### src/rtl/rand_req_arbiter.sv
`default_nettype none
// +----------------------------------------------------------------------------+
// | rand_req_arbiter                                                           |
// | Round-robin shared 16-bit Galois LFSR server with bounded mask-and-reject. |
// | Rev 1.0                                                                    |
// +----------------------------------------------------------------------------+
module rand_req_arbiter #(
    parameter int          N_REQ     = 4,
    parameter logic [15:0] SEED      = 16'h5D09,
    parameter int          MAX_TRIES = 16
) (
    input  logic                 CLK,
    input  logic                 RST_N,
    input  logic [N_REQ-1:0]     REQ,
    input  logic [16*N_REQ-1:0]  BOUND,
    input  logic                 SEED_VLD,
    input  logic [15:0]          SEED_IN,
    output logic [N_REQ-1:0]     ACK,
    output logic [15:0]          RAND_OUT,
    output logic                 BUSY
);

    localparam int          IW          = (N_REQ > 1) ? $clog2(N_REQ) : 1;
    localparam logic [15:0] c_lfsr_taps = 16'h6B8F;
    localparam logic [7:0]  c_last_try  = 8'(MAX_TRIES - 1);

    typedef enum logic [1:0] {
        S_IDLE = 2'd0,
        S_DRAW = 2'd1,
        S_DONE = 2'd2
    } state_t;

    state_t           state_q, state_d;
    logic [15:0]      lfsr_q, lfsr_d;
    logic [IW-1:0]    gnt_q, gnt_d;
    logic [IW-1:0]    last_q, last_d;
    logic [15:0]      bnd_q, bnd_d;
    logic [15:0]      mask_q, mask_d;
    logic [7:0]       tries_q, tries_d;
    logic [15:0]      rand_q, rand_d;
    logic [N_REQ-1:0] ack_q, ack_d;
    logic             busy_q, busy_d;

    logic             w_pick_vld;
    logic [IW-1:0]    w_pick;
    logic [15:0]      w_bsel;
    logic [15:0]      w_c;
    logic             w_fit;

    function automatic logic [IW-1:0] wrap_idx(input logic [IW-1:0] base, input int off);
        int sum;
        sum = int'(base) + off;
        if (sum >= N_REQ) sum = sum - N_REQ;
        return IW'(sum);
    endfunction

    // All-ones mask covering every bit up to the highest set bit of v.
    function automatic logic [15:0] smear(input logic [15:0] v);
        logic [15:0] m;
        m = v;
        m = m | (m >> 1);
        m = m | (m >> 2);
        m = m | (m >> 4);
        m = m | (m >> 8);
        return m;
    endfunction

    // Walk downward so the nearest requester after last_q is the final writer.
    always_comb begin
        w_pick_vld = 1'b0;
        w_pick     = '0;
        for (int i = N_REQ; i >= 1; i--) begin
            if (REQ[wrap_idx(last_q, i)]) begin
                w_pick_vld = 1'b1;
                w_pick     = wrap_idx(last_q, i);
            end
        end
    end

    assign w_bsel = BOUND[int'(w_pick)*16 +: 16];
    assign w_c    = lfsr_q & mask_q;
    assign w_fit  = (w_c < bnd_q);

    always_comb begin
        if (SEED_VLD) begin
            lfsr_d = (SEED_IN == 16'd0) ? SEED : SEED_IN;
        end else begin
            lfsr_d = {lfsr_q[14:0], 1'b0} ^ (lfsr_q[15] ? c_lfsr_taps : 16'h0000);
        end
    end

    always_comb begin
        state_d = state_q;
        gnt_d   = gnt_q;
        last_d  = last_q;
        bnd_d   = bnd_q;
        mask_d  = mask_q;
        tries_d = tries_q;
        rand_d  = rand_q;
        ack_d   = '0;
        case (state_q)
            S_IDLE: begin
                if (w_pick_vld) begin
                    gnt_d   = w_pick;
                    bnd_d   = w_bsel;
                    mask_d  = smear(w_bsel - 16'd1);
                    tries_d = '0;
                    state_d = S_DRAW;
                end
            end
            S_DRAW: begin
                if (!REQ[gnt_q]) begin
                    state_d = S_IDLE;
                end else if ((bnd_q == 16'd0) || w_fit || (tries_q == c_last_try)) begin
                    // c < 2*BOUND, so a single subtraction folds a rejected value into range.
                    if (bnd_q == 16'd0)  rand_d = lfsr_q;
                    else if (w_fit)      rand_d = w_c;
                    else                 rand_d = w_c - bnd_q;
                    ack_d[gnt_q] = 1'b1;
                    last_d       = gnt_q;
                    state_d      = S_DONE;
                end else begin
                    tries_d = tries_q + 8'd1;
                end
            end
            S_DONE:  state_d = S_IDLE;
            default: state_d = S_IDLE;
        endcase
        busy_d = (state_d != S_IDLE);
    end

    always_ff @(posedge CLK or negedge RST_N) begin
        if (!RST_N) begin
            state_q <= S_IDLE;
            lfsr_q  <= SEED;
            gnt_q   <= '0;
            last_q  <= IW'(N_REQ - 1);
            bnd_q   <= '0;
            mask_q  <= '0;
            tries_q <= '0;
            rand_q  <= '0;
            ack_q   <= '0;
            busy_q  <= 1'b0;
        end else begin
            state_q <= state_d;
            lfsr_q  <= lfsr_d;
            gnt_q   <= gnt_d;
            last_q  <= last_d;
            bnd_q   <= bnd_d;
            mask_q  <= mask_d;
            tries_q <= tries_d;
            rand_q  <= rand_d;
            ack_q   <= ack_d;
            busy_q  <= busy_d;
        end
    end

    assign ACK      = ack_q;
    assign RAND_OUT = rand_q;
    assign BUSY     = busy_q;

endmodule
`default_nettype wire
### config.mk
export PLATFORM = sky130hd
export DESIGN_NAME = rand_req_arbiter
export DESIGN_NICKNAME = d
export VERILOG_FILES = /design/src/rtl/rand_req_arbiter.sv
export SDC_FILE = /design/constraint.sdc
export NUM_CORES = 1
export LEC_CHECK = 0
export CAP_MARGIN = 10
export CORE_ASPECT_RATIO = 1.1
export CORE_UTILIZATION = 45
export DETAILED_ROUTE_END_ITERATION = 8
export PLACE_DENSITY_LB_ADDON = 0.2
export SLEW_MARGIN = 20
export SYNTH_ARGS = -nofsm -noshare
export SYNTH_HDL_FRONTEND = slang
export SYNTH_SLANG_ARGS = --single-unit
### constraint.sdc
create_clock -name CLK -period 4.9 [get_ports CLK]
set_clock_uncertainty 0.15 [all_clocks]
set_input_delay 0.98 -clock CLK [delete_from_list [all_inputs] [get_ports CLK]]
set_output_delay 0.98 -clock CLK [all_outputs]
set_load 0.05 [all_outputs]
-- Yosys cells after proc, flatten, opt, wreduce, memory -nomap -nowiden
Cells that the tools add are included.
- latch bits: 0
- memories kept: 0
- logic and storage cells: 95
- flip-flop bits (word level): 83
- memory bits (read-only): 0
- RAM bits: 0
- bits of input ports: 87
- output and inout port bits: 21
- bitwise operators: 6
- $lt $le $gt $ge: 11
- $mul: 0
- shift operators: 1
- eq/ne operators: 5
- mux-type cells: 40
- reduce and logical (&&, ||, !) cells: 11
- divide/modulo/power cells: 0
- add/subtract/negate cells: 11
- operators by type and width (operator ; count):
    $mux 16 ; 4
    $shiftx 64x7->16 ; 1
    $logic_not 16->1 ; 2
    $mux 8 ; 3
    $mux 2 ; 11
    $and 16x16->16 ; 1
    $lt 16x16->1 ; 1
    $or 16x12->16 ; 1
    $or 16x14->16 ; 1
    $or 16x15->16 ; 1
    $or 16x8->16 ; 1
    $pmux 8 s2 ; 1
    $sub 16x1->16 const B ; 1
    $sub 16x16->16 ; 1
    $xor 16x15->16 ; 1
    $lt 2x3->1 const B ; 5
    $mux 15 ; 1
    $mux 4 ; 3
    $bmux 1 s2 ; 5
    $mux 1 ; 10
    $ge 3x3->1 const B ; 3
    $add 8x1->8 const B ; 1
    $eq 8x4->1 const B ; 1
    $sub 2x1->2 const B ; 4
    other kinds (16) ; 21

-- Logic depth before layout (Yosys ltp)
Gate-level depths: netlist of run 1.
- depth in word-level cells: 15
- gate-level depth with buffers: 17
- depth with buffers taken out: 14

-- Worst setup path after synthesis of run 1
No wires, ideal clock.
- path kind: input-to-reg
- start: in REQ[2]
- end: reg mask_q[6]
- stages: 16
- path buffers: 2
- slack: 923 ps
- data required time: 4668 ps
- setup time: 82 ps
- arrival time: 3745 ps
- path through: or2_2 o221a_1 buf_6 mux2i_1 mux2i_4 inv_1 ha_1 inv_1 a31oi_1 a22oi_1 nor2_2 a32o_1 a22oi_1 and4bb_1 buf_6 a31oi_1
- longest elaborated chain between the ends: 12
- RTL lines (what ; line ; RTL):
    from (decl) ; 14 ; input logic [N_REQ-1:0] REQ,
    $bmux 1 s2 ; 73 ; if (REQ[wrap_idx(last_q, i)]) begin
    $mux 1 (implied by the code) ; 73 ;
    $mux 2 (3 in a row) ; 73 ;
    $mux 2 (*) ; 73 ;
    $shiftx 64x7->16 (*) ; 80 ; assign w_bsel = BOUND[int'(w_pick)*16 +: 16];
    via w_bsel[0] ; 46 ; logic [15:0] w_bsel;
    $sub 16x1->16 (*) ; 106 ; mask_d = smear(w_bsel - 16'd1);
    $or 16x15->16 (*) ; 61 ; m = m | (m >> 1);
    $or 16x14->16 (*) ; 62 ; m = m | (m >> 2);
    $or 16x12->16 (*) ; 63 ; m = m | (m >> 4);
    $or 16x8->16 (*) ; 64 ; m = m | (m >> 8);
    to (signal assigned) ; 150 ; mask_q <= mask_d;
    to (decl) ; 38 ; logic [15:0] mask_q, mask_d;
The timed path passes the listed nets; every way through them passes the cells marked *. The select of a mux whose other input is x is not followed.
A chain may end at the register's enable or synchronous reset.

-- Worst setup path after layout of run 1
- start: in REQ[1]
- end: reg mask_q[5]
- longest elaborated chain between the ends: 12
- RTL lines (what ; line):
    $bmux 1 s2 ; 73
    $mux 1 (implied by the code) ; 73
    $mux 2 (4 in a row) ; 73
    $shiftx 64x7->16 ; 80
    $sub 16x1->16 ; 106
    $or 16x15->16 ; 61
    $or 16x14->16 ; 62
    $or 16x12->16 ; 63
    $or 16x8->16 ; 64
Parallel ways exist; a longest one is shown, timed or not. The select of a mux whose other input is x is not followed.

==> results of run 1 <==
tightest hold or removal path: stages (launching register included):
cell and delay (ps):
dfstp_2 380, nand2_1 50, nand2_1 50
Yosys cell counts (all sizes together) (9+ instances only):
cell | n | area, sq um
xnor2 | 26 | 228
dfrtp | 74 | 1850
clkbuf | 21 | 78.8
a21oi | 18 | 93.8
a21o | 13 | 97.6
nor3 | 26 | 141
and2 | 17 | 106
dfstp | 9 | 236
o21ai | 47 | 235
nand3 | 11 | 55.1
buf | 12 | 87.6
o22a | 9 | 78.8
a31oi | 19 | 119
nor4 | 18 | 125
nand2 | 96 | 360
ha | 19 | 238
mux2i | 32 | 358
nor2 | 71 | 269
inv | 26 | 97.6
power breakdown:
group	internal, mW	total (mW)	switching [mW]	leakage, nW
combinational	1.07	2.70	1.63	1.95
sequential	0.911	1.08	0.170	0.960
clock	0.409	0.673	0.264	0.143
total	2.39	4.45	2.06	3.06
metal layers:
layer | global-route usage | up-vias | part of all wire
li1 | - | 2636 | -
met1 | 0.299 | 2585 | 0.43
met2 | 0.421 | 184 | 0.49
met3 | 0.0259 | 27 | 0.046
met4 | 0.0933 | 0 | 0.029
met5 | 0 | - | 0
metrics by stage:
| stage | std cells | cell area, sq um | power [mW] | hold WS, ps | util |
|---|---|---|---|---|---|
| finish | 942 | 7400 | 4.45 | 324 | 0.586 |
| global placement | 926 | 7100 | 3.70 | 308 | 0.562 |
| floorplan | 677 | 5850 | 3.01 | 291 | - |
| CTS | 942 | 7400 | 4.45 | 328 | 0.585 |
| global route | 942 | 7400 | 4.77 | 354 | 0.586 |
| detailed placement | 926 | 7100 | 3.76 | 316 | 0.562 |
kinds of logic (layout without fill, tap and decap cells):
| logic type | Yosys count | count (layout) | synth area share |
|---|---|---|---|
| xor gates and xnor gates | 34 | 34 | 0.0509 |
| muxes | 41 | 41 | 0.0805 |
| and+or+nand+nor | 282 | 282 | 0.234 |
| buffers and inverters | 59 | 167 | 0.0452 |
| DFF | 83 | 83 | 0.357 |
| AOI/OAI and AO/OA | 158 | 158 | 0.188 |
| adders and majority gates | 20 | 20 | 0.0441 |
worst max-delay path by stage:
stage,from,end,slack [ps],cells after the start
3_3_place_gp,REQ[3],mask_q[5],280,15
4_1_cts,REQ[1],mask_q[5],400,15
5_1_grt,REQ[1],mask_q[5],20,15
6_report,REQ[1],mask_q[5],370,15
2_1_floorplan,REQ[2],mask_q[6],920,16
3_5_place_dp,REQ[1],mask_q[5],60,15
cell type report:
type	count	area, sq um	share of cell area
clock buffer	12	246	0.0333
timing repair buffer	125	1210	0.163
tap	157	196	0.0265
sequential	83	2090	0.282
multi-input combinational	535	3520	0.475
inverter	26	97.6	0.0132
clock inverter	4	51.3	0.00693
sequential cells by signal (all words and copies together) (netlist names):
| signal | flops |
|---|---|
| gnt_q | 2 |
| BUSY | 1 |
| ACK | 4 |
| tries_q | 8 |
| lfsr_q | 16 |
| last_q | 2 |
| bnd_q | 16 |
| state_q | 2 |
| RAND_OUT | 16 |
| mask_q | 16 |
cells in the final DEF (no fill, tap or decap), drive strengths merged, types with 19 or more instances in the layout:
| cell | Yosys | final |
|---|---|---|
| clkdlybuf4s50 | 0 | 106 |
| nand2 | 96 | 96 |
| dfrtp | 74 | 74 |
| nor2 | 71 | 71 |
| o21ai | 47 | 47 |
| mux2i | 32 | 32 |
| xnor2 | 26 | 26 |
| inv | 26 | 26 |
| nor3 | 26 | 26 |
| a31oi | 19 | 19 |
| ha | 19 | 19 |
| buf | 12 | 19 |
==> key figures, run 1 <==
Worst setup path
  – CP Capture Type: register
  – Critical R2R Launch: lfsr_q[0]
  – Worst path max stage delay: 510 ps
  – R2r endpoint: RAND_OUT[15]
  – CP cell instances: clkdlybuf4s50_1 -> o21ai_1 -> o221a_1 -> mux2i_1 -> mux2i_4 -> inv_1 -> ha_1 -> inv_1 -> nor4_1 -> a22oi_1 -> nor4b_1 -> a31oi_1 -> o2bb2ai_1 -> and4bb_1 -> a31oi_1
  – Delay-heaviest family, CP: compound AO/OA/AOI/OAI gates
  – Critical path fanouts, max: 10
  – CP max stage cell: clkdlybuf4s50_1
  – R2R cell count: 12
  – Worst EP required: about 5000 ps
  – Crit start category: primary input
  – Crit Path Category: in -> reg
  – CP Buf/Inv Count: 3
  – WP data arrival: around 4600 ps
  – R2r setup slk: ~880 ps

Timing
  – Slew @ Worst Pin: roughly 760 ps
  – Post-route minimum period: around 4500 ps
  – Worst Slack Setup Final: about 370 ps
  – Slew HR: 0.493
  – Endpoints failing hold: 0
  – Setup_tns: 0 ps
  – Slew Viols, Final: 0
  – Fmax: between 200 and 250 MHz
  – RSZ-0062 raised after global routing: false
  – Fin crit share: 0.925
  – Final setup viols: 0

Clock tree
  – Clk slew on worst S/H paths: roughly 60 ps
  – Clock Path Buffers: 2
  – Clock H-tree levels: 3
  – Post-CTS Hold Buffers: 0
  – Total CTS buffers: 9
  – # resized after CTS: 0
  – Root Buffer: clkbuf_16
  – Post-CTS Setup Repair Bufs: 0
  – TritonCTS clock tree: yes
  – Clock latency on the worst-skew pair: around 340 ps
  – Clock sinks: 83

Floorplanning
  – Die Height: 122 um
  – # rows: 43
  – Core area: 12600 sq um
  – Die X: between 100 and 150 um
  – Initial Util: 0.462
  – I/O pins: roughly 110
  – Die ar.: 13500 sq um

Global routing
  – Total GRT Usage: 0.238
  – Largest net degree at the start of global routing: between 80 and 90
  – First-pass GRT wire length: ~26000 um
  – Number of antenna violations at the first check in global routing: 0
  – GRT overflow: 0
  – Vias in the first global route: roughly 5200

Finish
  – Final net count: around 890
  – # fillers: 1106
  – Synth-to-layout area growth: 26.6%
  – Share of layout cells above drive strength 1: 0.0930
  – Ant. Diodes: 0

Yosys
  – Flip-flop and latch count after synthesis: 83
  – Mapped Area: ~5800 sq um
  – Synth Area per Inst: between 8 and 9 sq um
  – Post-synth top flop: dfrtp_1
  – Number of enable flip-flop cells after synthesis: 0
  – Seq/Total Area, Yosys: 0.357
  – Gate Count Post-Synth: roughly 680
  – Post-synth ARST share: 1.00
  – Distinct cells, synth: between 70 and 80
  – Yosys Warn Count: 0
  – Syn_nets: ~800

Placed design
  – Port buffer count: around 110
  – Routability cong.: 0.949
  – Post-detail-place hpwl: between 10000 and 15000 um
  – Pre-CTS WS: 55.7 ps

Routing
  – Wire per inst: about 17 um
  – Iter 0 DRT Violations: roughly 310
  – # DRC: 0
  – WL final: about 16000 um
  – Vias: ~5400
  – Vias/cell: between 5 and 6
  – Routed Antenna Nets: 0
  – First drt pass iteration count: 5

Hold path
  – Worst Hold Depth: 2
  – Worst Hold Launch: last_q[0]
  – Min-delay worst type: reg -> reg
  – Hold Crit Endpoint: last_q[0]

Flow run
  – Number of max-cap violations: 0

Outcome
  – Status: finished, final reports clean

Pwr
  – Max VDD drop: roughly 0.00041 V
  – Pleak: 3.06 nW
  – Power per cell area: about 600 nW/um^2
(Power assumes the default switching activity.)
==> run 2: changes to the inputs <==
- ABC_AREA: unset -> 1
- CORE_MARGIN: unset -> 4
==> key figures, run 2 <==
Yosys
  – Synth Area per Inst: 6.75 sq um (was 8.64 sq um)
  – Distinct cells, synth: 44 (was 76)
  – Post-synth top area cell: dfrtp_1 (unchanged)
  – Flip-flop and latch count after synthesis: 83 (unchanged)
  – Yosys Warn Count: 0 (unchanged)
  – Top-count cell post-synth: nand2_1 (unchanged)
  – Seq/Total Area, Yosys: 0.321 (was 0.357)
  – Mapped Area: 6500 sq um (was 5850 sq um)
  – Area contributors post-synth: dfrtp_1 29%, nand2_1 18%, nand3_1 7.2%, inv_1 5.4%, o21ai_0 4.5% (was dfrtp_1 32%, nand2_1 6.2%, mux2i_1 5.0%, nor2_1 4.5%, ha_1 4.1%)
  – Share of Yosys cell area claimed by the top area cell type: 0.285 (was 0.317)
  – Post-synth ARST share: 1.00 (unchanged)
  – Syn_nets: 1070 (was 784)
  – Number of enable flip-flop cells after synthesis: 0 (unchanged)
  – Most frequent cells after synthesis: 307 x nand2_1, 93 x inv_1, 93 x nand3_1, 74 x dfrtp_1, 74 x nor2_1 (was 96 x nand2_1, 74 x dfrtp_1, 70 x nor2_1, 43 x o21ai_0, 29 x mux2i_1)
  – Gate Count Post-Synth: 963 (was 677)
  – Post-synth top flop: dfrtp_1 (unchanged)

Clock tree
  – Post-CTS Hold Buffers: 0 (unchanged)
  – # resized after CTS: 0 (unchanged)
  – Root Buffer: clkbuf_16 (unchanged)
  – Clk slew on worst S/H paths: 70 ps (was 60 ps)
  – Post-CTS Setup Repair Bufs: 0 (unchanged)
  – Clock Path Buffers: 2 (unchanged)
  – Clock sinks: 83 (unchanged)
  – TritonCTS clock tree: yes (unchanged)
  – Clock H-tree levels: 3 (unchanged)
  – Clock latency on the worst-skew pair: 340 ps (about the same)
  – Total CTS buffers: 9 (unchanged)

Floorplanning
  – # rows: 45 (was 43)
  – Die ar.: 16400 sq um (was 13500 sq um)
  – Die X: 123 um (was 111 um)
  – I/O pins: 108 (unchanged)
  – Core area: 14000 sq um (was 12600 sq um)
  – Initial Util: 0.465 (was 0.462)
  – Die Height: 134 um (was 122 um)

Timing
  – Slew HR: 0.506 (was 0.493)
  – Slew Viols, Final: 0 (unchanged)
  – Endpoints failing hold: 0 (unchanged)
  – Slew @ Worst Pin: 740 ps (was 758 ps)
  – RSZ-0062 raised after global routing: false (unchanged)
  – Hold_ws: 329 ps (was 324 ps)
  – Final setup viols: 0 (unchanged)
  – Post-route minimum period: 3990 ps (was 4530 ps)
  – Setup_tns: 0 ps (unchanged)
  – Fin crit share: 0.814 (was 0.925)
  – Fmax: 251 MHz (was 221 MHz)

Global routing
  – Total GRT Usage: 0.225 (was 0.238)
  – First-pass GRT wire length: 29500 um (was 25800 um)
  – Vias in the first global route: 6299 (was 5238)
  – Largest net degree at the start of global routing: 84 (unchanged)
  – GRT overflow: 0 (unchanged)
  – Number of antenna violations at the first check in global routing: 0 (unchanged)

Worst setup path
  – Worst path max stage delay: 470 ps (was 510 ps)
  – WP data arrival: 4070 ps (was 4590 ps)
  – CP cell instances: clkdlybuf4s50_1 -> inv_1 -> o21ai_2 -> nand2_1 -> nand2_1 -> inv_2 -> nand3_4 -> nand2_4 -> nand2_1 -> nand3_1 -> nand2_2 -> ha_1 -> nand3_1 -> nor2_2 -> nand2_1 -> nand2_1 -> nand2_1 -> nor2_4 -> nand3_1 -> nor2_1 -> nand2_1 -> nand2_1 -> nand2_1 (was clkdlybuf4s50_1 -> o21ai_1 -> o221a_1 -> mux2i_1 -> mux2i_4 -> inv_1 -> ha_1 -> inv_1 -> nor4_1 -> a22oi_1 -> nor4b_1 -> a31oi_1 -> o2bb2ai_1 -> and4bb_1 -> a31oi_1)
  – Critical R2R Launch: lfsr_q[0] (unchanged)
  – Worst EP required: 4980 ps (was 4960 ps)
  – R2r setup slk: 1250 ps (was 880 ps)
  – Delay-heaviest family, CP: simple AND/OR/NAND/NOR gates (was compound AO/OA/AOI/OAI gates)
  – CP Buf/Inv Count: 3 (unchanged)
  – Most frequent CP cell: nand2_1
  – Crit start category: primary input (unchanged)
  – R2R cell count: 20 (was 12)
  – Critical path fanouts, max: 42 (was 10)
  – CP max stage cell: clkdlybuf4s50_1 (unchanged)
  – CP Capture Type: register (unchanged)
  – Crit Path Category: in -> reg (unchanged)
  – R2r endpoint: tries_q[3] (was RAND_OUT[15])

Hold path
  – Worst Hold Depth: 1 (was 2)
  – Worst Hold Launch: gnt_q[1] (was last_q[0])
  – Min-delay worst type: reg -> reg (unchanged)
  – Hold Crit Endpoint: ACK[1] (was last_q[0])

Finish
  – Final Util: 0.571 (was 0.586)
  – Final net count: 1162 (was 887)
  – Share of layout cells above drive strength 1: 0.105 (was 0.0930)
  – Synth-to-layout area growth: 22.7% (was 26.6%)
  – Commonest cells after routing, fill and taps aside: 307 x nand2_1, 106 x clkdlybuf4s50_1, 93 x nand3_1, 93 x inv_1 (was 106 x clkdlybuf4s50_1, 96 x nand2_1, 74 x dfrtp_1)
  – Commonest non-fill, non-tap cell in the layout: nand2_1 (was clkdlybuf4s50_1)
  – Ant. Diodes: 0 (unchanged)

Placed design
  – Routability cong.: 0.928 (was 0.949)
  – Post-detail-place hpwl: 14300 um (was 12400 um)
  – Port buffer count: 107 (unchanged)

Routing
  – First drt pass iteration count: 5 (unchanged)
  – WL final: 18200 um (was 15800 um)
  – Wire per inst: 14.6 um (was 16.7 um)
  – Vias: 6517 (was 5432)
  – Iter 0 DRT Violations: 427 (was 311)
  – # DRC: 0 (unchanged)
  – Vias/cell: 5.22 (was 5.77)
  – Routed Antenna Nets: 0 (unchanged)

Flow run
  – Number of max-cap violations: 0 (unchanged)

Outcome
  – Status: finished, final reports clean (unchanged)
run 2: layout make-up:
| cell class | instances | area, sq um |
|---|---|---|
| multi-input combinational | 737 | 3790 |
| tap | 188 | 235 |
| fill | 1439 | 6000 |
| clock buffer | 11 | 243 |
| sequential | 83 | 2090 |
| timing repair buffer | 118 | 1150 |
| clock inverter | 5 | 62.6 |
| inverter | 106 | 398 |
run 2: how the worst max path moves through the flow:
stage / start / end / slack [ps] / cells after the start
finish: REQ[1] / mask_q[2] / 910 / 23
global placement: REQ[1] / mask_q[1] / 650 / 23
detailed placement: REQ[1] / mask_q[1] / 590 / 23
global route: REQ[1] / mask_q[5] / 550 / 23
floorplan: REQ[1] / mask_q[2] / 1560 / 24
CTS: REQ[1] / mask_q[2] / 940 / 23
run 2: per-stage QoR:
step                      setup slack, ps  instance area [sq um]  cells
final                                 911                   7970   1248
after global routing                  548                   7970   1248
after CTS                             938                   7960   1248
after detailed placement              590                   7660   1232
after global placement                645                   7660   1232
after floorplan                      1560                   6500    963
run 2: cells by family (layout without fill, tap and decap cells):
| logic type | after synthesis | count (layout) | synth area share |
|---|---|---|---|
| AOI/OAI and AO/OA | 131 | 131 | 0.111 |
| xor gates and xnor gates | 16 | 16 | 0.0216 |
| adders and majority gates | 20 | 20 | 0.0397 |
| buffers and inverters | 143 | 240 | 0.0965 |
| DFF | 83 | 83 | 0.321 |
| and+or+nand+nor | 570 | 570 | 0.410 |
run 2: metal layers:
layer  wire length [um]  GRT usage  vias to the layer above
met3                675     0.0358                       37
met4                526     0.0772                        0
met2               8960      0.392                      151
met1               8020      0.280                     3019
met5                  0          0                        -
li1                   -          -                     3310
run 2: worst reg2reg max path, cell delays in order (launching register included):
cell and delay (ps):
dfstp_2 570, nand2_1 90, ha_1 220, fa_1 400, inv_1 70, a21oi_1 60
o21ai_0 250, nand3_1 110, nand2_1 120, nand3_1 90, nand2_1 140, nand4_1 100
nand2_1 90, nand2_1 60, a21oi_1 190, nand2_1 120, nand2_1 280, inv_1 150
nor2_1 130, o21ai_0 80, a21oi_1 130
Power of run 2 is left out: the tool's default activity adds up to more than one toggle a clock period on the data nets, which glitch-free logic cannot reach.
==> run 3: changes to the inputs <==
- clock period: 4.9 -> 3.26 ns (I/O delays scaled with it)
==> key figures, run 3 (synthesis results as in run 2) <==
Timing
  – Slew @ Worst Pin: 756 ps (was 740 ps)
  – Hold_ws: 184 ps (was 329 ps)
  – Post-route minimum period: 3160 ps
  – Fmax: 316 MHz
  – Endpoints failing hold: 0 (unchanged)
  – Final setup viols: 0 (unchanged)
  – Slew Viols, Final: 0 (unchanged)
  – Fin crit share: 0.970
  – Slew HR: 0.496 (was 0.506)
  – RSZ-0062 raised after global routing: true (was false)

Worst setup path
  – CP Buf/Inv Count: 3 (unchanged)
  – Worst EP required: 3340 ps (was 4980 ps)
  – CP Capture Type: register (unchanged)
  – Crit Path Category: reg -> reg (was in -> reg)
  – Delay-heaviest family, CP: simple AND/OR/NAND/NOR gates (unchanged)
  – Critical path fanouts, max: 17 (was 42)
  – Most frequent CP cell: nand2_1 (unchanged)
  – Crit start category: register (was primary input)
  – CP cell instances: buf_6 -> nand2_1 -> nand2_1 -> nand2_2 -> nand2_2 -> nand3_4 -> buf_6 -> buf_12 -> nand3_1 -> nand2_1 -> nand2_1 -> nand2_2 -> nor2_2 -> nand2_2 -> nor2_4 -> nand2_1 -> nand2_1 -> nand2_2 -> nor2_2 -> nand2_2 -> nor2_4 -> nand2_1 -> nand2_1 -> nand2_1 (was clkdlybuf4s50_1 -> inv_1 -> o21ai_2 -> nand2_1 -> nand2_1 -> inv_2 -> nand3_4 -> nand2_4 -> nand2_1 -> nand3_1 -> nand2_2 -> ha_1 -> nand3_1 -> nor2_2 -> nand2_1 -> nand2_1 -> nand2_1 -> nor2_4 -> nand3_1 -> nor2_1 -> nand2_1 -> nand2_1 -> nand2_1)
  – Worst path max stage delay: 570 ps (was 470 ps)
  – WP data arrival: 3250 ps (was 4070 ps)
  – CP max stage cell: dfstp_2 (was clkdlybuf4s50_1)

Finish
  – Share of layout cells above drive strength 1: 0.255 (was 0.105)
  – Synth-to-layout area growth: 43.0% (was 22.7%)
  – Final net count: 1261 (was 1162)
  – Commonest non-fill, non-tap cell in the layout: nand2_1 (unchanged)
  – # fillers: 1225 (was 1439)
  – Area occupied by multi-input gates: 4200 sq um (was 3790 sq um)
  – FF/Latch Area: 2090 sq um (unchanged)
  – Commonest cells after routing, fill and taps aside: 267 x nand2_1, 102 x clkdlybuf4s50_1, 92 x buf_4 (was 307 x nand2_1, 106 x clkdlybuf4s50_1, 93 x nand3_1, 93 x inv_1)
  – Ant. Diodes: 0 (unchanged)

Routing
  – Wire per inst: 14.8 um (was 14.6 um)
  – # DRC: 0 (unchanged)
  – Vias: 7020 (was 6517)
  – WL final: 20000 um (was 18200 um)
  – Vias/cell: 5.21 (was 5.22)
  – First drt pass iteration count: 6 (was 5)
  – Iter 0 DRT Violations: 510 (was 427)
  – Routed Antenna Nets: 0 (unchanged)

Global routing
  – Total GRT Usage: 0.232 (was 0.225)
  – GRT busiest layer: met2 (unchanged)
  – Met1 usage: 0.284 (was 0.280)
  – Vias in the first global route: 6531 (was 6299)
  – Largest net degree at the start of global routing: 84 (unchanged)
  – Number of antenna violations at the first check in global routing: 0 (unchanged)
  – Met2 Use GR: 0.418 (was 0.392)
  – GRT overflow: 0 (unchanged)
  – First-pass GRT wire length: 30700 um (was 29500 um)
  – M3 GR Usage: 0.0308 (was 0.0358)

Clock tree
  – Clock latency on the worst-skew pair: 340 ps (about the same)
  – TritonCTS clock tree: yes (unchanged)
  – Clk slew on worst S/H paths: 70 ps (about the same)
  – Clock Path Buffers: 2 (unchanged)
  – Post-CTS Hold Buffers: 0 (unchanged)
  – Clock H-tree levels: 3 (unchanged)
  – Total CTS buffers: 9 (unchanged)
  – Root Buffer: clkbuf_16 (unchanged)
  – Clock sinks: 83 (unchanged)

Placed design
  – Port buffer count: 107 (unchanged)
  – Post-detail-place hpwl: 14600 um (was 14300 um)
  – Routability cong.: 0.931 (was 0.928)

Floorplanning
  – Die Height: 134 um (unchanged)
  – Die ar.: 16400 sq um (unchanged)
  – I/O pins: 108 (unchanged)
  – Core area: 14000 sq um (unchanged)
  – Die X: 123 um (unchanged)
  – Initial Util: 0.465 (unchanged)
  – # rows: 45 (unchanged)

Hold path
  – Min-delay worst type: in -> async (was reg -> reg)

Outcome
  – Status: finished, final reports clean (unchanged)

Flow run
  – Number of max-cap violations: 0 (unchanged)
[run 3: per-stage QoR]
stage / utilization / cell area (sq um) / cells / TNS [ps] / setup WS (ps)
floorplan: - / 6500 / 963 / 0 / 96.6
global placement: 0.584 / 8160 / 1294 / -5040 / -371
detailed placement: 0.584 / 8160 / 1294 / -5730 / -415
CTS: 0.629 / 8790 / 1327 / 0 / 3.00
global route: 0.665 / 9290 / 1347 / -1100 / -116
finish: 0.665 / 9290 / 1347 / 0 / 97.9
[run 3: layer usage]
layer | up-vias | part of all wire | wire length [um]
met5 | - | 0 | 0
met4 | 0 | 0.029 | 577
met3 | 49 | 0.052 | 1050
met2 | 214 | 0.51 | 10300
met1 | 3244 | 0.40 | 8090
li1 | 3513 | - | -
[run 3: timing repair]
item                                    4_1_cts  5_1_grt
endpoints found under the setup margin       22       47
resized for setup                            38       92
cloned                                        3        4
buffers inserted                             14       16
pin swaps                                    18       60
[run 3: layout make-up]
| cell class | instances | share of cell area |
|---|---|---|
| repair buffers | 215 | 0.223 |
| clock inverters | 7 | 0.00620 |
| clock buffers | 9 | 0.0242 |
| flip-flops and latches | 83 | 0.225 |
| inverters | 106 | 0.0435 |
| repair inverters | 1 | 0.000808 |
| multi-input cells | 738 | 0.452 |
| well taps | 188 | 0.0253 |
[run 3: final timing paths]
path / from / to / slack (ps) / cells past startpoint
worst max-delay path: last_q[0] / mask_q[6] / 100 / 24
worst min-delay path: RST_N / tries_q[4] / 180 / 1
worst max register to register: last_q[0] / mask_q[6] / 100 / 24
worst min register to register: RAND_OUT[5] / RAND_OUT[5] / 330 / 2
max in group asynchronous: RST_N / bnd_q[4] / 2220 / 1
min in group CLK: RAND_OUT[5] / RAND_OUT[5] / 330 / 2
Power of run 3 is left out for the same reason.
